`config.mk`:
```
export PLATFORM = sky130hd
export DESIGN_NAME = qm_sweep_ctrl
export DESIGN_NICKNAME = d
export VERILOG_FILES = /design/src/rtl/qm_sweep_ctrl.sv
export SDC_FILE = /design/constraint.sdc
export NUM_CORES = 1
export LEC_CHECK = 0
export BUFFER_PORTS_ARGS = -buffer_cell sky130_fd_sc_hd__buf_2
export CORE_MARGIN = 3
export CORE_UTILIZATION = 43
export DETAILED_ROUTE_END_ITERATION = 7
export GPL_TIMING_DRIVEN = 1
export HOLD_SLACK_MARGIN = 0.03
export PLACE_DENSITY = 0.63
export SETUP_SLACK_MARGIN = 0.3
export SLEW_MARGIN = 5
export SYNTH_ARGS = -nofsm -noshare
export SYNTH_HDL_FRONTEND = slang
export SYNTH_SLANG_ARGS = --single-unit
```
`constraint.sdc`:
```
create_clock -name clk -period 2.63 [get_ports clk]
set_input_delay 0.1315 -clock clk [delete_from_list [all_inputs] [get_ports clk]]
set_output_delay 0.1315 -clock clk [all_outputs]
set_load 0.02 [all_outputs]
```
`src/rtl/qm_sweep_ctrl.sv`:
```
// Exhaustive truth-table sweep controller: walks fn_in over every minterm, counting ones,
// capturing the lowest on-set minterm and compressing the fn_out stream into a 16-bit MISR.
module qm_sweep_ctrl #(
  parameter int unsigned N_IN     = 11,
  parameter logic [15:0] SIG_POLY = 16'h1021
) (
  input  logic            clk,
  input  logic            rst_n,
  input  logic            start,
  input  logic            abort,
  input  logic            fn_out,
  output logic [N_IN-1:0] fn_in,
  output logic            busy,
  output logic            done,
  output logic            aborted,
  output logic [N_IN:0]   ones_count,
  output logic [N_IN-1:0] first_min,
  output logic            first_valid,
  output logic [15:0]     sig
);

  typedef enum logic [1:0] {StIdle, StSweep, StDone} state_e;

  state_e          state_q, state_d;
  logic [N_IN-1:0] fn_in_q, fn_in_d;
  logic            aborted_q, aborted_d;
  logic [N_IN:0]   ones_q, ones_d;
  logic [N_IN-1:0] first_min_q, first_min_d;
  logic            first_valid_q, first_valid_d;
  logic [15:0]     sig_q, sig_d;
  logic            last_sample;

  assign last_sample = (fn_in_q == {N_IN{1'b1}});

  always_comb begin
    state_d       = state_q;
    fn_in_d       = fn_in_q;
    aborted_d     = aborted_q;
    ones_d        = ones_q;
    first_min_d   = first_min_q;
    first_valid_d = first_valid_q;
    sig_d         = sig_q;

    unique case (state_q)
      StIdle, StDone: begin
        state_d = StIdle;
        // abort beats start; a blocked start leaves every result untouched
        if (start && !abort) begin
          state_d       = StSweep;
          fn_in_d       = '0;
          ones_d        = '0;
          first_min_d   = '0;
          first_valid_d = 1'b0;
          sig_d         = 16'hFFFF;
          aborted_d     = 1'b0;
        end
      end
      StSweep: begin
        if (abort) begin
          // the sample on the abort edge is dropped; partial results freeze
          state_d   = StIdle;
          aborted_d = 1'b1;
        end else begin
          ones_d = ones_q + {{N_IN{1'b0}}, fn_out};
          if (fn_out && !first_valid_q) begin
            first_min_d   = fn_in_q;
            first_valid_d = 1'b1;
          end
          sig_d = {sig_q[14:0], 1'b0} ^ (sig_q[15] ? SIG_POLY : 16'h0000) ^ {15'b0, fn_out};
          if (last_sample) begin
            state_d = StDone;
          end else begin
            fn_in_d = fn_in_q + 1'b1;
          end
        end
      end
      default: state_d = StIdle;
    endcase
  end

  always_ff @(posedge clk or negedge rst_n) begin
    if (!rst_n) begin
      state_q       <= StIdle;
      fn_in_q       <= '0;
      aborted_q     <= 1'b0;
      ones_q        <= '0;
      first_min_q   <= '0;
      first_valid_q <= 1'b0;
      sig_q         <= 16'hFFFF;
    end else begin
      state_q       <= state_d;
      fn_in_q       <= fn_in_d;
      aborted_q     <= aborted_d;
      ones_q        <= ones_d;
      first_min_q   <= first_min_d;
      first_valid_q <= first_valid_d;
      sig_q         <= sig_d;
    end
  end

  assign fn_in       = fn_in_q;
  assign busy        = (state_q == StSweep);
  assign done        = (state_q == StDone);
  assign aborted     = aborted_q;
  assign ones_count  = ones_q;
  assign first_min   = first_min_q;
  assign first_valid = first_valid_q;
  assign sig         = sig_q;

endmodule

```
==> qor.yml, run 1 <==
layout.nets: 302
worst-slew-pin-transition_ps: 1000
fin_crit_sh_pct: 70.17
syn-num-nets: 243
end_kind: "register"
grt_pass1_vias: 1831
min_from: "fn_out"
final_common_cell: "buf_2"
ys_warn_count: 0
cts-root-buf: "clkbuf_8"
ios: 59
reg2regPathDepth: 6
critical_path_class: "register to register"
cts.sinks: 54
vias: 1972
hold_class: "primary input to register"
critical_path_arrival_ps: 2090
required_ps: 2870
port_buffers: 58
maxCapViolCount: 0
hold_viol: 0
grt_pass1_wl_um: 9342
worstPathMaxFanout: 4
cts-buffers-inserted: 5
max_freq_ghz: 0.5419
layout_common_cells: "58 x buf_2, 38 x dfrtp_1, 18 x nand2_1, 17 x nand3_1, 16 x dfstp_2"
grt_max_degree: 45
dp_cells: 356
min_to: "sig[0]$_DFFE_PN1P_"
dieArea_um2: 6668
wl_per_cell_um: 15.93
setup_viol: 0
synth_edf_count: 0
initial_core_util_pct: 46.41
path_cells: "ha_1 -> ha_1 -> nand3_1 -> a2111oi_2 -> nand3_1 -> a21oi_1"
synth_area_um2: 2461
syn_inst: 235
antenna_cells: 0
clk_pin_slew_ps: 100
die_x_um: 81.66
post-route-drc-count: 0
r2r-end: "ones_count[10]$_DFFE_PN0P_"
via_per_inst: 5.403
slowest_stage: "a2111oi_2"
ant_nets: 0
cts_resized: 0
fill_cells: 484
clock_path_buffers: 2
ys_seq_area_share_pct: 55.72
reg2reg_slack_ps: 780
ys.flop_type: "dfrtp_1"
rsz0062_at_grt: "no"
synth.distinct_cells: 45
cts_tree: "yes"
min_delay_path_depth: 3
syn_avg_cell_area_um2: 10.47
cts.htree.levels: 2
worstReg2RegStart: "ones_count[0]$_DFFE_PN0P_"
worstSetupStartpointType: "register"
place_hpwl_um: 4071
p_per_area_nw_per_um2: 786.8
clk_latency_ps: 310
min_period_ps: 1845
async_reset_ff_share_pct: 100.0
rows: 26
instances_no_fill: 365
maxSlewViolCount: 0
ctsHoldBuffers: 1
dr.first_iter.drc_count: 82
max_slew_margin_pct: 33.32
grt-ovfl-total: 0
layout-drive-gt1-share_pct: 31.53
syn_to_final_growth_pct: 19.27
gp_congestion: 0.7924
coreArea_um2: 5303
startpoint: "ones_count[0]$_DFFE_PN0P_"
first_pass_iters: 6
post-route-util_pct: 55.36
track_usage_pct: 18.24
finalWirelength_um: 5815
worst_clock_skew_ps: 9.281
p_leak_uw: 0.001376
postCtsSetupBuffers: 0
fin_tns_setup_ps: 0
grt_antenna_before_repair: 0
peakVddDrop_mv: 0.3700
die_h_um: 81.66
max_stage_delay_ps: 550
status: "completed"
ys_ff_latch: 54
## worst max-delay path: cells and delay by family (launching register included)
family | cells | cell delay (ps)
AOI/OAI and AO/OA | 2 | 710
adders and majority gates | 2 | 400
DFF | 1 | 380
and+or+nand+nor | 2 | 290
## power breakdown
| part | leakage [uW] | total, uW | switching, uW | internal (uW) |
|---|---|---|---|---|
| clock network | 0.0000590 | 569 | 284 | 285 |
| logic | 0.000631 | 610 | 390 | 220 |
| registers | 0.000686 | 1130 | 126 | 1010 |
| total | 0.00138 | 2310 | 800 | 1510 |
## per-stage QoR
step	total power, uW	hold WS [ps]	setup slack, ps	area, um2
2_1_floorplan	1530	-164.1	851.7	2461
3_3_place_gp	1752	354.3	873.6	2814
3_5_place_dp	1764	362.5	791.1	2814
4_1_cts	2332	148.0	762.0	2935
5_1_grt	2437	164.8	632.8	2935
6_report	2310	159.2	784.6	2935
## final cells by class
cell class / instances / area (um2) / share of cell area [%]
Clock inverter: 3 / 42.54 / 1.449
Clock buffer: 5 / 68.82 / 2.344
Sequential cell: 54 / 1371 / 46.72
Inverter: 16 / 65.06 / 2.217
Timing Repair Buffer: 63 / 330.3 / 11.25
Tap cell: 70 / 87.58 / 2.984
Multi-Input combinational cell: 154 / 969.7 / 33.03
## synthesized netlist by cell type (2+ instances only)
master | number | share of area [%]
dfrtp_1 | 38 | 39
xor2_1 | 2 | 0.71
o21a_1 | 2 | 0.61
nand2b_1 | 4 | 1.0
and3_1 | 3 | 0.76
o22a_1 | 13 | 4.6
dfstp_2 | 16 | 17
and2_1 | 2 | 0.51
a21oi_1 | 11 | 2.2
a21o_1 | 3 | 0.92
nor3_1 | 4 | 0.81
nand3_1 | 17 | 3.5
nor2_1 | 13 | 2.0
a22o_1 | 2 | 0.71
o21ai_1 | 6 | 1.2
inv_1 | 14 | 2.1
mux2i_1 | 4 | 1.6
a31oi_1 | 9 | 2.3
o21ai_0 | 11 | 2.2
or3_1 | 2 | 0.51
nor2b_1 | 2 | 0.51
ha_1 | 3 | 1.5
nand2_1 | 18 | 2.7
clkbuf_1 | 4 | 0.61
buf_2 | 5 | 1.0
xnor2_1 | 4 | 1.4
nand4_1 | 5 | 1.3
## cell families after synthesis
group | Yosys count | synth area share, %
AND/OR/NAND/NOR | 76 | 16.17
AO/OA/AOI/OAI | 65 | 17.95
flip-flops | 54 | 55.72
buffers and inverters | 27 | 4.880
XOR/XNOR | 6 | 2.135
multiplexers | 4 | 1.627
adder cells (fa/ha/maj) | 3 | 1.525
## how the worst max path moves through the flow
stage	cells past startpoint	slack [ps]	endpoint
2_1_floorplan	6	850	ones_count[10]$_DFFE_PN0P_
3_3_place_gp	5	870	fn_in[9]$_DFFE_PN0P_
3_5_place_dp	6	790	ones_count[10]$_DFFE_PN0P_
4_1_cts	6	760	ones_count[10]$_DFFE_PN0P_
5_1_grt	6	630	ones_count[10]$_DFFE_PN0P_
6_report	6	780	ones_count[10]$_DFFE_PN0P_
## flip-flops by register name, summed over array words and instances, names as in the netlist
register / cells
aborted: 1
first_min: 11
first_valid: 1
fn_in: 11
ones_count: 12
sig: 16
state_q: 2
## routing by layer
layer	up-vias	global-route usage, %	part of all wire, %
li1	962	-	-
met1	958	25.72	46
met2	47	28.42	48
met3	5	3.728	4.7
met4	0	5.482	1.1
met5	-	0	0
(Power assumes the default switching activity.)
==> run 2, diff against run 1 <==
==> constraint.sdc (replaced) <==
create_clock -name clk -period 1.85 [get_ports clk]
set_input_delay 0.0925 -clock clk [delete_from_list [all_inputs] [get_ports clk]]
set_output_delay 0.0925 -clock clk [all_outputs]
set_load 0.02 [all_outputs]
==> run 2 against run 1 <==
  * Sequential cell count is the same
  * Final area grew 6.9%
  * Critical path depth shrank 1
  * Utilization grew 3.8 points
  * Clock power grew 17%
  * Final cell count grew 3.0%
  * Clock skew shrank 4.2 ps
==> qor.yml, run 2 (synthesized netlist as in run 1, its figures left out) <==
reg2regPathDepth: 5  # -1
coreArea_um2: 5303  # unchanged
grt_max_degree: 24  # -47%
fin_tns_setup_ps: 0  # unchanged
critical_path_arrival_ps: 1770  # -320 ps
min_period_ps: 1534  # -311.6 ps
clk_pin_slew_ps: 90  # about the same
layout-drive-gt1-share_pct: 40.52  # +9.0 points
min_delay_path_depth: 3  # unchanged
setup_viol: 0  # unchanged
layout.nets: 313  # +3.6%
multi_input_area_um2: 1109  # +14%
cts-buffers-inserted: 5  # unchanged
port_buffers: 58  # unchanged
die_x_um: 81.66  # unchanged
clock_path_buffers: 2  # unchanged
reg2reg_slack_ps: 320  # -470 ps
ios: 59  # unchanged
clk_latency_ps: 300  # about the same
dp_slack_ps: 114.9  # -676.2 ps
worstPathMaxFanout: 10  # +6
antenna_cells: 0  # unchanged
via_per_inst: 5.380  # -0.41%
grt_antenna_before_repair: 0  # unchanged
critical_path_class: "register to register"
dr.first_iter.drc_count: 91  # +11%
worstSetupStartpointType: "register"
syn_to_final_growth_pct: 27.50
stdcell_area_um2: 3138  # +6.9%
startpoint: "state_q[1]$_DFFE_PN0P_"
fin_crit_sh_pct: 82.90  # +13 points
layout_common_cells: "58 x buf_2, 33 x dfrtp_1, 18 x nand2_1, 16 x nand3_1, 16 x dfstp_2"
max_slew_margin_pct: 65.22  # +32 points
r2r-end: "ones_count[6]$_DFFE_PN0P_"
wl_per_cell_um: 15.84  # -0.56%
cts.htree.levels: 2  # unchanged
vias: 2023  # +2.6%
maxSlewViolCount: 0  # unchanged
min_to: "sig[0]$_DFFE_PN1P_"
worst_clock_skew_ps: 5.112  # -4.170 ps
placed_cell_area_um2: 2924  # +3.9%
grt-ovfl-total: 0  # unchanged
dieArea_um2: 6668  # unchanged
min_from: "fn_out"
track_usage_pct: 18.92  # +0.68 points
final_common_cell: "buf_2"
p_per_area_nw_per_um2: 1027  # +31%
cts_tree: "yes"
die_h_um: 81.66  # unchanged
rows: 26  # unchanged
maxCapViolCount: 0  # unchanged
worstReg2RegStart: "state_q[1]$_DFFE_PN0P_"
grt_pass1_vias: 1869  # +2.1%
max_freq_ghz: 0.6520  # +20%
m1WireLength_um: 2720  # +0.63%
hold_viol: 0  # unchanged
rsz0062_at_grt: "yes"
fin_hold_ws_ps: 135.4  # -23.78 ps
status: "completed"
initial_core_util_pct: 46.41  # unchanged
place_hpwl_um: 4187  # +2.9%
first_pass_iters: 4  # -2
top_layer: "met4"
post-route-util_pct: 59.18  # +3.8 points
fill_cells: 496  # +2.5%
grt_pass1_wl_um: 9542  # +2.1%
worst_slack_ps: 316.3  # -468.4 ps
p_leak_uw: 0.001419  # +3.1%
cts-root-buf: "clkbuf_8"
met3_length_um: 352  # +30%
gp_congestion: 0.8130  # +2.6%
peakVddDrop_mv: 0.5349  # +45%
ant_nets: 0  # unchanged
end_kind: "register"
hold_class: "primary input to register"
largest_reg_flops: 16  # unchanged
seq_area_um2: 1378  # +0.46%
post-route-drc-count: 0  # unchanged
required_ps: 2090  # -780 ps
routed-wl-met2_um: 2857  # +3.0%
cts.sinks: 54  # unchanged
worst-slew-pin-transition_ps: 520.4  # -479.7 ps
finalWirelength_um: 5957  # +2.4%
## run 2: changes by cell type in the layout (fill, tap and decap cells not counted), moves of 3 or more
cell	previous run	this run
dfrtp_1	38	33
ha_4	0	3
dfrtp_2	0	5
ha_1	3	0
buf_4	4	14
## run 2: worst max path at each step
stage,endpoint,slack (ps),depth (start not counted)
3_5_place_dp,ones_count[6]$_DFFE_PN0P_,110,5
3_3_place_gp,ones_count[6]$_DFFE_PN0P_,190,5
5_1_grt,ones_count[6]$_DFFE_PN0P_,250,5
6_report,ones_count[6]$_DFFE_PN0P_,320,5
4_1_cts,ones_count[6]$_DFFE_PN0P_,270,4
2_1_floorplan,fn_in[9]$_DFFE_PN0P_,290,7
## run 2: timing repair
item,CTS,global route
hold buffers,1,0
setup buffers,2,1
resized for setup,6,13
pin swaps,2,3
cloned,1,0
setup endpoints to repair,32,10
endpoints found under the hold margin,12,0
## run 2: cell type report
type                       instances  area share, %
clock buffer                       7          2.751
inverter                          16          2.153
timing repair buffer              73          12.92
sequential                        54          43.90
multi-input combinational        155          35.33
clock inverter                     1         0.1595
tap                               70          2.791
## run 2: per-layer routing
metal,vias up,global-route usage [%]
met5,-,0
met4,0,6.146
met3,2,4.825
met2,53,29.40
met1,988,25.93
li1,980,-
## run 2: critical path: stages (launching register included)
cell	delay (ps)
dfrtp_1	410
nand2b_4	200
inv_8	100
o21ai_2	90
or4_4	520
a21oi_2	140
## run 2: report_power, final
group          internal (uW)  leakage, uW  switching [uW]
clock network            303    0.0000482             360
registers               1430     0.000679             190
logic                    363     0.000691             574
## run 2: per-stage QoR
stage / total power, uW / cells
after floorplan: 2213 / 235
after global placement: 2530 / 363
after detailed placement: 2549 / 363
after CTS: 3248 / 375
after global routing: 3439 / 376
final: 3222 / 376
